===== src/rtl/rsa_session_ctrl.sv =====
// rsa_session_ctrl: owns one RSA request/response session between the UART
// and the serial_to_parallel / mon_exp / parallel_to_serial chain. It gates RX
// bytes into the frame assembler, sequences the compute and response launch,
// waits for the UART to drain, and flushes partial frames on inter-byte timeout.
module rsa_session_ctrl #(
    parameter int FRAME_BYTES    = 6,
    parameter int RESP_BYTES     = 2,
    parameter int TIMEOUT_CYCLES = 25000,
    parameter int CW             = 15
) (
    input  logic       clk,
    input  logic       rst,
    input  logic       uart_received,
    input  logic [7:0] uart_rx_byte,
    input  logic       uart_transmit,
    input  logic       uart_is_transmitting,
    input  logic       stp_valid,
    input  logic       mexp_stop,
    output logic       stp_rx_valid,
    output logic [7:0] stp_rx_byte,
    output logic       stp_flush,
    output logic       mexp_start,
    output logic       pts_start,
    output logic       busy,
    output logic [2:0] state,
    output logic [7:0] drop_cnt,
    output logic       timeout_err,
    output logic       done
);

    typedef enum logic [2:0] {
        S_IDLE    = 3'd0,
        S_RECV    = 3'd1,
        S_ARM     = 3'd2,
        S_COMPUTE = 3'd3,
        S_SEND    = 3'd4,
        S_DRAIN   = 3'd5
    } state_t;

    // Counters compare against "last" values so the transition fires on the
    // same edge that the final byte / strobe is counted.
    localparam logic [7:0]    FRAME_LAST = 8'(FRAME_BYTES - 1);
    localparam logic [7:0]    RESP_LAST  = 8'(RESP_BYTES - 1);
    localparam logic [CW-1:0] TO_LIMIT   = CW'(TIMEOUT_CYCLES);

    state_t        r_state, w_state_nxt;
    logic [7:0]    r_byte_cnt, w_byte_cnt_nxt;
    logic [7:0]    r_tx_cnt, w_tx_cnt_nxt;
    logic [CW-1:0] r_tcnt, w_tcnt_nxt;
    logic          r_rx_valid, w_rx_valid_nxt;
    logic [7:0]    r_rx_byte, w_rx_byte_nxt;
    logic          r_flush, w_flush_nxt;
    logic          r_mstart, w_mstart_nxt;
    logic          r_pstart, w_pstart_nxt;
    logic          r_done, w_done_nxt;
    logic          r_terr, w_terr_nxt;
    logic [7:0]    r_drop_cnt, w_drop_cnt_nxt;
    logic          w_accept;
    logic          w_drop;
    logic          w_expire;

    // Byte admission: only IDLE and RECV take bytes; every locked state drops them.
    always_comb begin
        w_accept = uart_received && ((r_state == S_IDLE) || (r_state == S_RECV));
        w_drop   = uart_received && ((r_state == S_ARM) || (r_state == S_COMPUTE) ||
                                     (r_state == S_SEND) || (r_state == S_DRAIN));
        w_expire = (r_tcnt == TO_LIMIT) && !w_accept;
    end

    // Next-state and next-output logic; pulses default low, holds default to current.
    always_comb begin
        w_state_nxt    = r_state;
        w_byte_cnt_nxt = r_byte_cnt;
        w_tx_cnt_nxt   = r_tx_cnt;
        w_tcnt_nxt     = '0;
        w_rx_valid_nxt = 1'b0;
        w_rx_byte_nxt  = r_rx_byte;
        w_flush_nxt    = 1'b0;
        w_mstart_nxt   = 1'b0;
        w_pstart_nxt   = 1'b0;
        w_done_nxt     = 1'b0;
        w_terr_nxt     = r_terr;
        w_drop_cnt_nxt = r_drop_cnt;

        if (w_drop && (r_drop_cnt != 8'hFF)) begin
            w_drop_cnt_nxt = r_drop_cnt + 8'd1;
        end

        case (r_state)
            S_IDLE: begin
                if (w_accept) begin
                    w_rx_valid_nxt = 1'b1;
                    w_rx_byte_nxt  = uart_rx_byte;
                    w_byte_cnt_nxt = 8'd1;
                    w_terr_nxt     = 1'b0;
                    w_state_nxt    = (FRAME_BYTES == 1) ? S_ARM : S_RECV;
                end
            end
            S_RECV: begin
                if (w_accept) begin
                    // A byte on the expiry cycle wins and restarts the idle count.
                    w_rx_valid_nxt = 1'b1;
                    w_rx_byte_nxt  = uart_rx_byte;
                    w_byte_cnt_nxt = r_byte_cnt + 8'd1;
                    if (r_byte_cnt == FRAME_LAST) begin
                        w_state_nxt = S_ARM;
                    end
                end else if (w_expire) begin
                    w_flush_nxt = 1'b1;
                    w_terr_nxt  = 1'b1;
                    w_state_nxt = S_IDLE;
                end else begin
                    w_tcnt_nxt = r_tcnt + 1'b1;
                end
            end
            S_ARM: begin
                // Operands arriving on the expiry cycle still launch the compute.
                if (stp_valid) begin
                    w_mstart_nxt = 1'b1;
                    w_state_nxt  = S_COMPUTE;
                end else if (w_expire) begin
                    w_flush_nxt = 1'b1;
                    w_terr_nxt  = 1'b1;
                    w_state_nxt = S_IDLE;
                end else begin
                    w_tcnt_nxt = r_tcnt + 1'b1;
                end
            end
            S_COMPUTE: begin
                if (mexp_stop) begin
                    w_pstart_nxt = 1'b1;
                    w_tx_cnt_nxt = 8'd0;
                    w_state_nxt  = S_SEND;
                end
            end
            S_SEND: begin
                if (uart_transmit) begin
                    w_tx_cnt_nxt = r_tx_cnt + 8'd1;
                    if (r_tx_cnt == RESP_LAST) begin
                        w_state_nxt = S_DRAIN;
                    end
                end
            end
            S_DRAIN: begin
                if (!uart_is_transmitting) begin
                    w_done_nxt  = 1'b1;
                    w_state_nxt = S_IDLE;
                end
            end
            default: begin
                // Unused encodings recover to IDLE.
                w_state_nxt = S_IDLE;
            end
        endcase
    end

    // State and output registers; reset abandons any session without pulses.
    always_ff @(posedge clk) begin
        if (!rst) begin
            r_state    <= S_IDLE;
            r_byte_cnt <= '0;
            r_tx_cnt   <= '0;
            r_tcnt     <= '0;
            r_rx_valid <= 1'b0;
            r_rx_byte  <= '0;
            r_flush    <= 1'b0;
            r_mstart   <= 1'b0;
            r_pstart   <= 1'b0;
            r_done     <= 1'b0;
            r_terr     <= 1'b0;
            r_drop_cnt <= '0;
        end else begin
            r_state    <= w_state_nxt;
            r_byte_cnt <= w_byte_cnt_nxt;
            r_tx_cnt   <= w_tx_cnt_nxt;
            r_tcnt     <= w_tcnt_nxt;
            r_rx_valid <= w_rx_valid_nxt;
            r_rx_byte  <= w_rx_byte_nxt;
            r_flush    <= w_flush_nxt;
            r_mstart   <= w_mstart_nxt;
            r_pstart   <= w_pstart_nxt;
            r_done     <= w_done_nxt;
            r_terr     <= w_terr_nxt;
            r_drop_cnt <= w_drop_cnt_nxt;
        end
    end

    assign stp_rx_valid = r_rx_valid;
    assign stp_rx_byte  = r_rx_byte;
    assign stp_flush    = r_flush;
    assign mexp_start   = r_mstart;
    assign pts_start    = r_pstart;
    assign done         = r_done;
    assign timeout_err  = r_terr;
    assign drop_cnt     = r_drop_cnt;
    assign state        = r_state;
    assign busy         = (r_state != S_IDLE);

endmodule


===== config.mk =====
export PLATFORM = sky130hd
export DESIGN_NAME = rsa_session_ctrl
export DESIGN_NICKNAME = d
export VERILOG_FILES = /design/src/rtl/rsa_session_ctrl.sv
export SDC_FILE = /design/constraint.sdc
export NUM_CORES = 1
export LEC_CHECK = 0
export ABC_CLOCK_PERIOD_IN_PS = 4200
export CORE_MARGIN = 2
export CORE_UTILIZATION = 55
export CTS_BUF_LIST = sky130_fd_sc_hd__clkbuf_2 sky130_fd_sc_hd__clkbuf_4 sky130_fd_sc_hd__clkbuf_8
export CTS_CLUSTER_SIZE = 10
export DETAILED_ROUTE_END_ITERATION = 10
export HOLD_SLACK_MARGIN = 0.05
export PLACE_DENSITY = 0.93
export SLEW_MARGIN = 20
export SYNTH_ARGS = -nofsm -noshare
export SYNTH_HDL_FRONTEND = slang
export SYNTH_SLANG_ARGS = --single-unit

===== constraint.sdc =====
create_clock -name clk -period 4.2 [get_ports clk]
set_input_delay 0.84 -clock clk [delete_from_list [all_inputs] [get_ports clk]]
set_output_delay 0.84 -clock clk [all_outputs]
set_load 0.1 [all_outputs]

==> After elaboration in Yosys (flattened, before gate mapping) <==
Cells that the tools add are included.
{ "word_totals": {"regBits": 56, "inputBits": 15, "out_inout_bits": 26, "elab_cells": 91} }
{ "classes": {"add_sub_neg": 4, "n_eq_ne": 18, "mux": 33, "reduce_logical": 24} }
{ "op_table": {"columns": ["cell", "count"], "rows": [
  ["$mux 15", 3],
  ["$mux 8", 4],
  ["$pmux 8 s2", 2],
  ["$pmux 15 s2", 1],
  ["$mux 3", 9],
  ["$add 8x1->8 const B", 3],
  ["$pmux 3 s6", 1],
  ["$add 15x1->15 const B", 1],
  ["$eq 15x15->1 const B", 1],
  ["$ne 2x2->1 const B", 7],
  ["$mux 1", 11],
  ["$reduce_and 2->1", 5],
  ["$eq 8x1->1 const B", 1],
  ["$eq 8x3->1 const B", 1],
  ["$ne 8x8->1 const B", 1],
  ["$eq 3x2->1 const B", 2],
  ["$eq 3x3->1 const B", 2],
  ["$reduce_and 3->1", 2],
  ["$reduce_and 6->1", 1],
  ["$reduce_bool 3->1", 2],
  ["$logic_and 1x1->1", 4],
  ["$logic_or 1x1->1", 4],
  ["$reduce_and 4->1", 1],
  ["$reduce_bool 2->1", 2],
  ["other kinds (8)", 8]
]} }

==> Depth between registers and ports, before layout <==
Gate-level depths: netlist (run 1).
{ "depth": {"depth_word": 8, "depth_mapped": 7, "depth_no_buf": 7} }

==> Worst setup path after synthesis (run 1) <==
No wires, ideal clock.
{ "synth_path": {"path_type": "flip-flop to output port", "from": "register r_state[0] (netlist: state[0])", "to": "output port busy", "arrival_ps": 2264, "required_time_ps": 3360, "path_slack_ps": 1096, "stages_incl_launch_ff": 4, "n_path_buf": 2, "path_cell_list": "dfxtp_1 -> buf_2 -> clkbuf_1 -> or3_1"} }
{ "synth_via": {"elab_chain_len": 1} }
{ "synth_rtl": {"columns": ["element", "line", "text"], "rows": [
  ["start: declaration", "46", "state_t r_state, w_state_nxt;"],
  ["start signal: assignment", "173", "r_state <= w_state_nxt;"],
  ["$reduce_bool 3->1", "197", "assign busy = (r_state != S_IDLE);"],
  ["end: declaration", "24", "output logic busy,"]
]} }
Every way passes these cells.

==> Worst setup path in the final report (run 1) <==
{ "layout_path": {"from": "register r_state[2] (netlist: state[2])", "to": "output port busy"} }
Same word-level chain as after synthesis.

==> results summary, run 1 <==
The cell count after synthesis is 303. Among cell families on the critical path, the largest total delay comes from buffers and inverters. The worst-case register-to-register setup slack is 1950 ps. The cell leakage power is 1.13 nW. The number of nets at the end of the flow is 359. The yosys synthesis warning count came out at 0. The die outline height is 73.5 microns. TritonCTS built the clock tree. The number of antenna repair diodes is 0.

The share of layout cells above drive strength 1 is 5.34%. In this run the worst path has a maximum fanout of 21. In the post-route analysis, the smallest setup slack over all paths is 940 ps. The wire length of the first global-routing pass came out at 8980 microns. Counting distinct cell types in the post-synthesis netlist gives 51. Combinational cells account for 31.5% of the total power. The critical path class is register to output port. The kind of launch point of the worst setup path is a register.

The via count normalized by instance count is 5.63. The DRC marker count from the first detailed-route iteration came out at 162. The synthesized netlist net count came out at 325. VDD sags by at most 0.203 mV. The arrival time at the worst endpoint is 2420 ps. The number of antenna violations at the first check in global routing is 0. The count of flip-flops with a built-in enable after synthesis is 0.

The endpoint kind of the worst setup timing path is an output port. The initialized floorplan defines 25 standard-cell rows. The max-slew violation total from the final report is 0.

The initial utilization of the core area, before any placement, comes to 56.6%. The worst slack at placement is 1250 ps. The largest stage delay on the critical path is 1130 ps. The pin count of the biggest net entering global routing came out at 32. The total DRC errors in the routed layout is 0.

After synthesis, the mean cell area works out to 8.77 sq um. The number of buffers and inverters on the critical path is 1. Counting instances in the post-synthesis netlist gives the leading cell types as dfxtp_1 (56), nor2_1 (45), nand2_1 (31).

Among all flip-flop cells after synthesis, the most frequent one is dfxtp_1. The via count of the first global-routing pass is 2,018. The total area of multi-input combinational cells is 1430 sq um. The die covers 5400 sq um. The slowest stage of the critical path is the clkdlybuf4s50_1 cell. Of the post-synthesis cell area, the dominant cell type holds 42.2%. The post-synthesis to final-layout area growth is 18.9%. During placement, the flow inserted port buffers numbering 40.

The run finished with clean final reports. The detailed-router iteration count before antenna repair is 4. The count of state elements after synthesis is 56. The count of nets left with antenna violations once routing finished came out at 0.

The cell area after technology mapping came out at 2660 sq um. Measured along the x axis, the die boundary spans 73.5 microns. Routability-driven placement finished with a final weighted congestion of 0.852. The internal power is 0.823 mW.

The count of hold buffers inserted by post-cts repair came out at 0. The share of power burned in the clock network is 23.3%. Summed over all instances, the cell type with the most area after synthesis is dfxtp_1. Across all layers, the routed design uses 2,202 vias. The worst-case headroom to the max-slew limit came out at 33.7%. The count of filler cells inserted in the layout came out at 359. The number of clock buffers inserted by TritonCTS is 5.

The global-route usage over all layers came out at 21.0%. For the pin with the worst max-slew slack, the measured transition is 992 ps. The most frequent cell after synthesis is dfxtp_1.

The share of synthesized registers carrying an async set or reset is 0%. At the later pin of the worst-skew pair, clock insertion delay measures 310 ps. The number of sinks handled by clock tree synthesis came out at 56. The number of endpoints failing setup at the final stage is 0. The tool flagged a number of max-cap violations equal to 0.

The storage element area is 1120 sq um. The fraction of power spent switching nets came out at 38.3%. The count of cells resized by post-cts repair came out at 0. The sequential cell area fraction in the yosys report came out at 42.2%. After routing, the total negative slack on setup checks comes to 0 ps. The routed length per placed instance came out at 13.7 microns.

The CTS clock-pin slew for the worst setup and hold paths is 90 ps. Setup repair after global routing left no endpoint under its margin. The total net switching power came out at 0.510 mW. The total congestion overflow after global routing is 0.

The wire length reported by the detailed router is 5350 microns. In this run the power density over the cells is 422 nW/um^2. The number of buffers inserted to repair setup after CTS came out at 0. The min-delay analysis places its worst path in the category register to register. The I/O pin count is 41.

The deepest level of the CTS H-tree came out at 2. The maximum frequency from static timing analysis came out at 307 MHz. By area the synthesized netlist is led by dfxtp_1 (42%), nor2_1 (6.4%), xor2_1 (5.6%), nand2_1 (4.4%), ha_1 (3.3%). The maximum count of clock buffers along a single path came out at 2. The core footprint is 4690 sq um. The share of total power dissipated in sequential elements is 45.2%. The signal on the critical path passes through or3_1 -> clkdlybuf4s50_1. Data on the critical path is required at its endpoint by 3360 ps. The minimum period implied by the final worst setup slack came out at 3260 ps. CTS placed an instance of clkbuf_8 at the clock tree root. The final clock skew is 7.55 ps. Of the available clock period, the critical path in the final layout requires 77.6%. The wire-length estimate of the detail-placed layout is 3810 microns. The final count of hold timing violations came out at 0.
-- area by class of cell --
type                    instances  share of cell area (%)
clock buffers                   7                    3.05
inverters                       9                    1.07
multi-input cells             224                    45.3
flip-flops and latches         56                    35.5
well taps                      54                    2.14
repair buffers                 41                    12.9
-- metrics by stage --
step	instances	util, %	hold WS (ps)	cell area, sq um	total power [mW]
global placement	384	65.3	450	3060	1.02
global route	391	67.3	484	3160	1.39
detailed placement	384	65.3	453	3060	1.03
floorplan	303	-	448	2660	0.941
finish	391	67.3	465	3160	1.33
CTS	391	67.3	468	3160	1.34
-- cells in the final DEF, fill, tap and decap left out, types with 8 or more instances in the layout --
cell type / count
nand3_1: 16
nor2_1: 45
nor3_1: 8
clkdlybuf4s50_1: 40
xnor2_1: 8
nand2_1: 31
a21oi_1: 17
xor2_1: 17
inv_1: 9
dfxtp_1: 56
-- worst register-to-register path: stages (launching register included) --
cell	delay [ps]
dfxtp_1	750
or3b_1	570
nand4_4	210
or3_1	410
a221oi_2	220
-- power by group through the flow --
stage / Combinational [mW] / Clock, mW / Sequential, mW
floorplan: 0.218 / 0 / 0.723
global placement: 0.412 / 0 / 0.613
detailed placement: 0.418 / 0 / 0.614
CTS: 0.420 / 0.320 / 0.602
global route: 0.444 / 0.337 / 0.610
finish: 0.420 / 0.310 / 0.603
-- metal layers --
metal  GRT usage (%)  part of all wire, %  up-vias
li1                -                    -     1116
met1            27.0                   46     1027
met2            34.4                   49       48
met3            5.35                  3.9       11
met4            7.07                  1.3        0
met5               0                    0        -
-- path summary, 6_finish.rpt --
kind	endpoint	from	depth (start not counted)
hold / removal	stp_rx_byte[5]$_SDFFE_PN0P_	stp_rx_byte[5]$_SDFFE_PN0P_	2
setup reg to reg	timeout_err$_SDFFE_PN0P_	state[2]$_SDFFE_PN0P_	4
setup / recovery	busy	state[2]$_SDFFE_PN0P_	2
hold reg to reg	stp_rx_byte[5]$_SDFFE_PN0P_	stp_rx_byte[5]$_SDFFE_PN0P_	2
-- registers in the layout, indices dropped and copies added (netlist names), 3 cells and up --
name and cells:
r_byte_cnt 8, stp_rx_byte 8, state 3, drop_cnt 8, r_tcnt 15, r_tx_cnt 8
-- cells by family (layout without fill, tap and decap cells) --
logic type / Yosys count / in the layout / share of synthesized area, %
and+or+nand+nor: 147 / 147 / 30.7
adders and majority gates: 7 / 7 / 3.30
AOI/OAI and AO/OA: 41 / 41 / 10.2
DFF: 56 / 56 / 42.2
xor gates and xnor gates: 25 / 25 / 8.24
buffers and inverters: 23 / 57 / 3.86
muxes: 4 / 4 / 1.55
No activity file was read; power rests on OpenSTA's default activity.
==> run 2, diff against run 1 <==
ABC_CLOCK_PERIOD_IN_PS = 2800   (was 4200)
CORE_UTILIZATION = 50   (was 55)
PLACE_DENSITY = 0.9   (was 0.93)
clock period = 2.8 ns   (was 4.2 ns; I/O delays follow)
==> run 2 against run 1 <==
Sequential power grew 50%. Sequential share of layout area is 0.30 points higher. First-iteration DRC count down 44%. Clock-buffer cell count is 2 lower. Register-to-register slack worse by 1400 ps. Critical path type is now register to register.
==> results summary, run 2 (synthesis gave the netlist of run 1 again) <==
The estimated wirelength of the detail-placed design is 3700 microns (-2.9%). The critical path class is register to register. The worst-case headroom to the max-slew limit is 57.1% (+23 points). The tightest min-delay check is of the register to register type. The pin count of the biggest net entering global routing is 31 (-3.1%).

The launch point of the worst path is state[1]$_SDFFE_PN0P_. The number of antenna violations at the first check in global routing came to 0 (unchanged). The core footprint came out at 5110 sq um (+8.9%).

The clock latency on the worst-skew pair came out at 320 ps (about the same). The row count is 26 (+4.0%). The DRC marker count from the first detailed-route iteration came out at 90 (-44%). The launching point of the worst reg2reg path is state[1]$_SDFFE_PN0P_. The share of layout cells above drive strength 1 is 14.4% (+9.0 points).

The final clock skew is 12.4 ps (+4.82 ps). The total DRC errors in the routed layout came out at 0 (unchanged). STA classifies the critical path endpoint as a register. The post-synthesis to final-layout area growth is 17.9%. The root cell of the clock tree is clkbuf_8. The total net switching power is 0.785 mW (+54%). The number of sinks handled by clock tree synthesis is 56 (unchanged). Setup repair after global routing left no endpoint under its margin.

The maximum fanout along the worst path is 17 (-19%). The count of hold buffers inserted by post-cts repair was 0 (unchanged). The number of clock buffers inserted by TritonCTS came out at 5 (unchanged).

The maximum frequency from static timing analysis came out at 450 MHz. The wire length reported by the detailed router was 5150 microns (-3.7%). The share of total power in combinational logic is 31.2% (-0.3 points).

The routed length per placed instance is 12.5 microns (-8.4%). The via count came out at 2,198 (-0.18%). The effective utilization at floorplan came to 52.0% (-4.6 points).

The flow ran to the end, and the final reports show no timing, DRC or antenna violations. The wire length of the first global-routing pass came out at 9130 microns (+1.7%). The count of cells resized by post-cts repair came out at 0 (unchanged). The number of buffers inserted to repair setup after CTS is 0 (unchanged). The via count normalized by instance count is 5.35 (-5.0%). The cell depth of the worst min-delay path is 2 (unchanged). The via count of the first global-routing pass is 2,087 (+3.4%).

The kind of launch point of the worst setup path is a register. The post-route core utilization was 61.3% (-6.0 points). The I/O pin count is 41 (unchanged). Ranked by flip-flop count, first place goes to r_tcnt. The die outline height came out at 76.9 microns (+4.6%). The max-slew violation total from the final report came out at 0 (unchanged). The logic depth of the worst register-to-register path came to 4 (unchanged).

Leaving out fill and tap cells, the most frequent cell in the layout is dfxtp_1. The CTS clock-pin slew for the worst setup and hold paths came to 110 ps (+20 ps). The max-cap check violation count came to 0 (unchanged).

The maximum count of clock buffers along a single path is 2 (unchanged). The cell area power density is 629 nW/um^2 (+49%). The clock tree from TritonCTS is yes. The global-route usage over all layers came out at 18.6% (-2.4 points). The quantity of I/O buffers inserted on ports is 40 (unchanged). The number of flip-flops in the largest register came out at 15 (unchanged).

The minimum period implied by the final worst setup slack is 2220 ps. The die area is 5910 sq um (+9.4%). The internal power came out at 1.18 mW (+44%).

The sequential cell fraction of total power is 45.9% (+0.7 points). The startpoint identified for the worst hold timing path is stp_rx_byte[2]$_SDFFE_PN0P_. The placer congestion estimate is 0.795 (-6.6%). The deepest level of the CTS H-tree came out at 2 (unchanged).

The total congestion overflow after global routing is 0 (unchanged). Of the available clock period, the critical path in the final layout requires 79.4%. The number of nets with antenna violations after routing came out at 0 (unchanged).

The arrival time at the worst endpoint was 2450 ps (+30 ps). The accumulated negative setup slack came out at 0 ps (unchanged). The number of nets at the end of the flow is 362 (+0.84%). The number of endpoints failing setup at the final stage is 0 (unchanged). The slew of the pin with the lowest slew margin is 642 ps (-350 ps). Leaving out fill and tap cells, the most frequent cells in the layout are dfxtp_1 (56), nor2_1 (45), nand2_1 (31).

The share of power burned in the clock network came out at 22.9% (-0.4 points). The fraction of power spent switching nets came to 39.8% (+1.6 points). The required time of the critical path came to 3030 ps (-330 ps). The width of the die came out at 76.9 microns (+4.6%). The final count of hold timing violations came out at 0 (unchanged).

The number of antenna repair diodes is 0 (unchanged). The cell leakage power came out at 1.20 nW (+5.5%). The maximum VDD drop is 0.300 mV (+48%).

The detailed-router iteration count before antenna repair came to 4 (unchanged).
run 2: changes by cell type in the layout (fill, tap and decap cells not counted), sizes merged:
cell,delta
buf,+29
clkbuf,-2
clkdlybuf4s50,-26
clkinv,+2
inv,+1
run 2: worst paths after layout:
path,endpoint,slack [ps]
hold / removal,stp_rx_byte[2]$_SDFFE_PN0P_,460
hold reg to reg,stp_rx_byte[2]$_SDFFE_PN0P_,460
setup reg to reg,timeout_err$_SDFFE_PN0P_,580
setup / recovery,timeout_err$_SDFFE_PN0P_,580
run 2: worst max-delay path, stage by stage, from the launching register on:
cell	delay, ps
dfxtp_1	680
or3b_1	590
nand4_4	230
or3_1	410
a221oi_2	220
run 2: layer usage:
metal | vias up | track usage, % | routed length, microns
met4 | 0 | 5.45 | 47
met1 | 1038 | 22.5 | 2440
li1 | 1124 | - | -
met5 | - | 0 | 0
met2 | 32 | 32.0 | 2460
met3 | 4 | 5.53 | 210
run 2: stage by stage:
| stage | area [sq um] | setup slack, ps | hold WS (ps) | cells | total power [mW] |
|---|---|---|---|---|---|
| floorplan | 2660 | 235 | 448 | 303 | 1.41 |
| global placement | 3040 | 379 | 447 | 403 | 1.53 |
| detailed placement | 3040 | 312 | 448 | 403 | 1.54 |
| CTS | 3130 | 557 | 464 | 411 | 1.98 |
| global route | 3130 | 408 | 490 | 411 | 2.06 |
| finish | 3130 | 576 | 465 | 411 | 1.97 |
run 2: cell type report:
type | count | area [sq um]
Clock buffer | 5 | 68.8
Clock inverter | 3 | 22.5
Fill cell | 451 | 1970
Inverter | 9 | 33.8
Multi-Input combinational cell | 224 | 1430
Sequential cell | 56 | 1120
Tap cell | 70 | 87.6
Timing Repair Buffer | 44 | 365
run 2: power groups by stage:
stage | logic, mW | clock network [mW] | registers [mW]
6_report | 0.615 | 0.451 | 0.903
5_1_grt | 0.654 | 0.495 | 0.914
4_1_cts | 0.620 | 0.462 | 0.903
3_5_place_dp | 0.618 | 0 | 0.921
3_3_place_gp | 0.610 | 0 | 0.919
2_1_floorplan | 0.329 | 0 | 1.09
==> run 3, diff against run 2 <==
ABC_CLOCK_PERIOD_IN_PS = 1900   (was 2800)
clock period = 1.9 ns   (was 2.8 ns; I/O delays follow)
==> run 3 against run 2 <==
Worst hold slack better by 2.7 ps. Sequential share of layout area is 1.8 points lower. Critical path depth is 2 lower. Clock-buffer cell count is 1 higher. Critical endpoint is now busy. Largest cell class unchanged.
==> results summary, run 3 (synthesis gave the netlist of run 1 again) <==
The DRC marker count from the first detailed-route iteration came out at 77 (-14%). The final clock skew came to 8.16 ps (-4.21 ps). In this run the clock root is driven by a clkbuf_8. The CTS clock-pin slew for the worst setup and hold paths is 100 ps (about the same). The placer congestion estimate came out at 0.836 (+5.1%). STA classifies the critical path startpoint as a register. The via count is 2,266 (+3.1%). The maximum count of clock buffers along a single path came to 2 (unchanged).

The number of nets with antenna violations after routing came out at 0 (unchanged). The cell leakage power is 1.28 nW (+7.0%). The slew of the pin with the lowest slew margin came out at 434 ps (-208 ps). The clock latency on the worst-skew pair is 310 ps (about the same).

The wire length reported by the detailed router is 5550 microns (+7.7%). The worst-case headroom to the max-slew limit was 70.8% (+14 points). The I/O pin count came to 41 (unchanged). The die outline height came out at 76.9 microns (unchanged). The pin count of the biggest net entering global routing was 22 (-29%). The number of buffers inserted to repair setup after CTS was 0 (unchanged). The routed design could run at a clock period as short as 1860 ps. The startpoint identified for the worst register-to-register timing path is r_byte_cnt[0]$_SDFFE_PN0P_. The max-cap check violation count came to 0 (unchanged). The number of sinks handled by clock tree synthesis came to 56 (unchanged). The final count of hold timing violations came to 0 (unchanged). The accumulated negative setup slack came out at 0 ps (unchanged). The estimated wirelength of the detail-placed design is 4070 microns (+9.8%). The number of flip-flops in the largest register is 15 (unchanged). The logic depth of the worst register-to-register path came to 6 (+2). The post-route total power came out at 3.17 mW (+61%). The launch point of the worst hold path is stp_rx_byte[5]$_SDFFE_PN0P_.

The total congestion overflow after global routing is 0 (unchanged). The number of clock buffers inserted by TritonCTS came to 5 (unchanged). The via count normalized by instance count came to 5.40 (+0.88%).

The flow ran to the end, and the final reports show no timing, DRC or antenna violations. The die area came to 5910 sq um (unchanged). The total DRC errors in the routed layout came out at 0 (unchanged). The count of filler cells inserted in the layout is 385 (-15%).

The width of the die came to 76.9 microns (unchanged). The cell area power density came to 945 nW/um^2 (+50%). The endpoint identified for the worst register-to-register timing path is state[1]$_SDFFE_PN0P_. The post-route core utilization came out at 65.6% (+4.3 points).

The class of the tightest hold or removal check is register to register. The via count of the first global-routing pass is 2,149 (+3.0%). The critical path is of the register to output port type. The final setup slack of the worst path was 43.3 ps (-532 ps).

The total area of multi-input combinational cells came out at 1430 sq um (unchanged). The number of antenna repair diodes is 0 (unchanged). The maximum fanout along the worst path came out at 21 (+4). The number of antenna violations at the first check in global routing came out at 0 (unchanged). The routed length per placed instance is 13.2 microns (+5.4%).

The core footprint is 5110 sq um (unchanged). The deepest level of the CTS H-tree came out at 2 (unchanged). The number of standard cells in the layout, taps in and fillers out came out at 420 (+2.2%). The worst hold path terminates at stp_rx_byte[5]$_SDFFE_PN0P_.

The count of hold buffers inserted by post-cts repair came to 0 (unchanged). The cell count after placement came out at 412 (+2.2%). The final standard cell area without fillers is 3350 sq um (+7.0%). The row count was 26 (unchanged). The arrival time at the worst endpoint came out at 1480 ps (-970 ps). The global-route usage over all layers came out at 19.6% (+0.94 points). The maximum VDD drop is 0.558 mV (+86%). The wire length of the first global-routing pass came out at 9570 microns (+4.8%).

The number of endpoints failing setup at the final stage is 0 (unchanged). The post-synthesis to final-layout area growth is 26.2%. The required time of the critical path came out at 1520 ps (-1510 ps).

The final hold slack was 467 ps (+2.75 ps). The most flop-heavy register is r_tcnt. The maximum frequency from static timing analysis is 539 MHz. The final worst-path cycle share came out at 97.7%. The cell depth of the worst min-delay path is 2 (unchanged). The quantity of I/O buffers inserted on ports came out at 40 (unchanged). Setup repair after global routing left no endpoint under its margin. The share of layout cells above drive strength 1 is 19.7% (+5.3 points). The effective utilization at floorplan came out at 52.0% (unchanged). The number of nets at the end of the flow was 371 (+2.5%). The worst-case register-to-register setup slack came out at 170 ps (-410 ps). The worst setup path is captured at an output port.

The clock tree from TritonCTS is yes. In the layout the commonest cells are nor2_1 (45), dfxtp_1 (45), nand2_1 (31). The worst slack at placement is -60.8 ps (-373 ps). The detailed-router iteration count before antenna repair is 4 (unchanged). The max-slew violation total from the final report came out at 0 (unchanged). The placement-stage cell area came out at 3240 sq um (+6.5%).

The storage element area came out at 1140 sq um (+1.7%).
[run 3: final cells by class]
type / count / area share, %
Sequential cell: 56 / 34.0
Clock inverter: 2 / 1.05
Tap cell: 70 / 2.61
Clock buffer: 6 / 2.28
Inverter: 9 / 1.01
Timing Repair Buffer: 53 / 16.3
Multi-Input combinational cell: 224 / 42.8
[run 3: metal layers]
| layer | part of all wire (%) | up-vias | global-route usage (%) | wire [microns] |
|---|---|---|---|---|
| met5 | 0 | - | 0 | 0 |
| met4 | 1.5 | 0 | 7.27 | 85 |
| met3 | 4.2 | 9 | 4.82 | 232 |
| met2 | 49 | 43 | 33.6 | 2740 |
| met1 | 45 | 1077 | 23.6 | 2490 |
| li1 | - | 1137 | - | - |
[run 3: repair_timing]
action                     4_1_cts  5_1_grt
gates resized for setup          0        1
setup endpoints to repair        0        3
hold endpoints to repair         0        0
[run 3: how the worst max path moves through the flow]
stage | from | end | cells after the start | slack [ps]
after global placement | uart_received | r_tcnt[8]$_SDFF_PN0_ | 5 | -30
after detailed placement | uart_received | r_tcnt[12]$_SDFF_PN0_ | 5 | -60
final | state[2]$_SDFFE_PN0P_ | busy | 2 | 40
after global routing | state[2]$_SDFFE_PN0P_ | busy | 2 | 8
after floorplan | state[0]$_SDFFE_PN0P_ | busy | 3 | -140
after CTS | state[0]$_SDFFE_PN0P_ | busy | 2 | 30
[run 3: power by group]
| part | internal (mW) | switching (mW) |
|---|---|---|
| Clock | 0.406 | 0.379 |
| Combinational | 0.360 | 0.667 |
| Sequential | 1.23 | 0.122 |
[run 3: worst max-delay path: stages (launching register included)]
cell     delay, ps
dfxtp_4        430
or3_2          540
buf_12         190
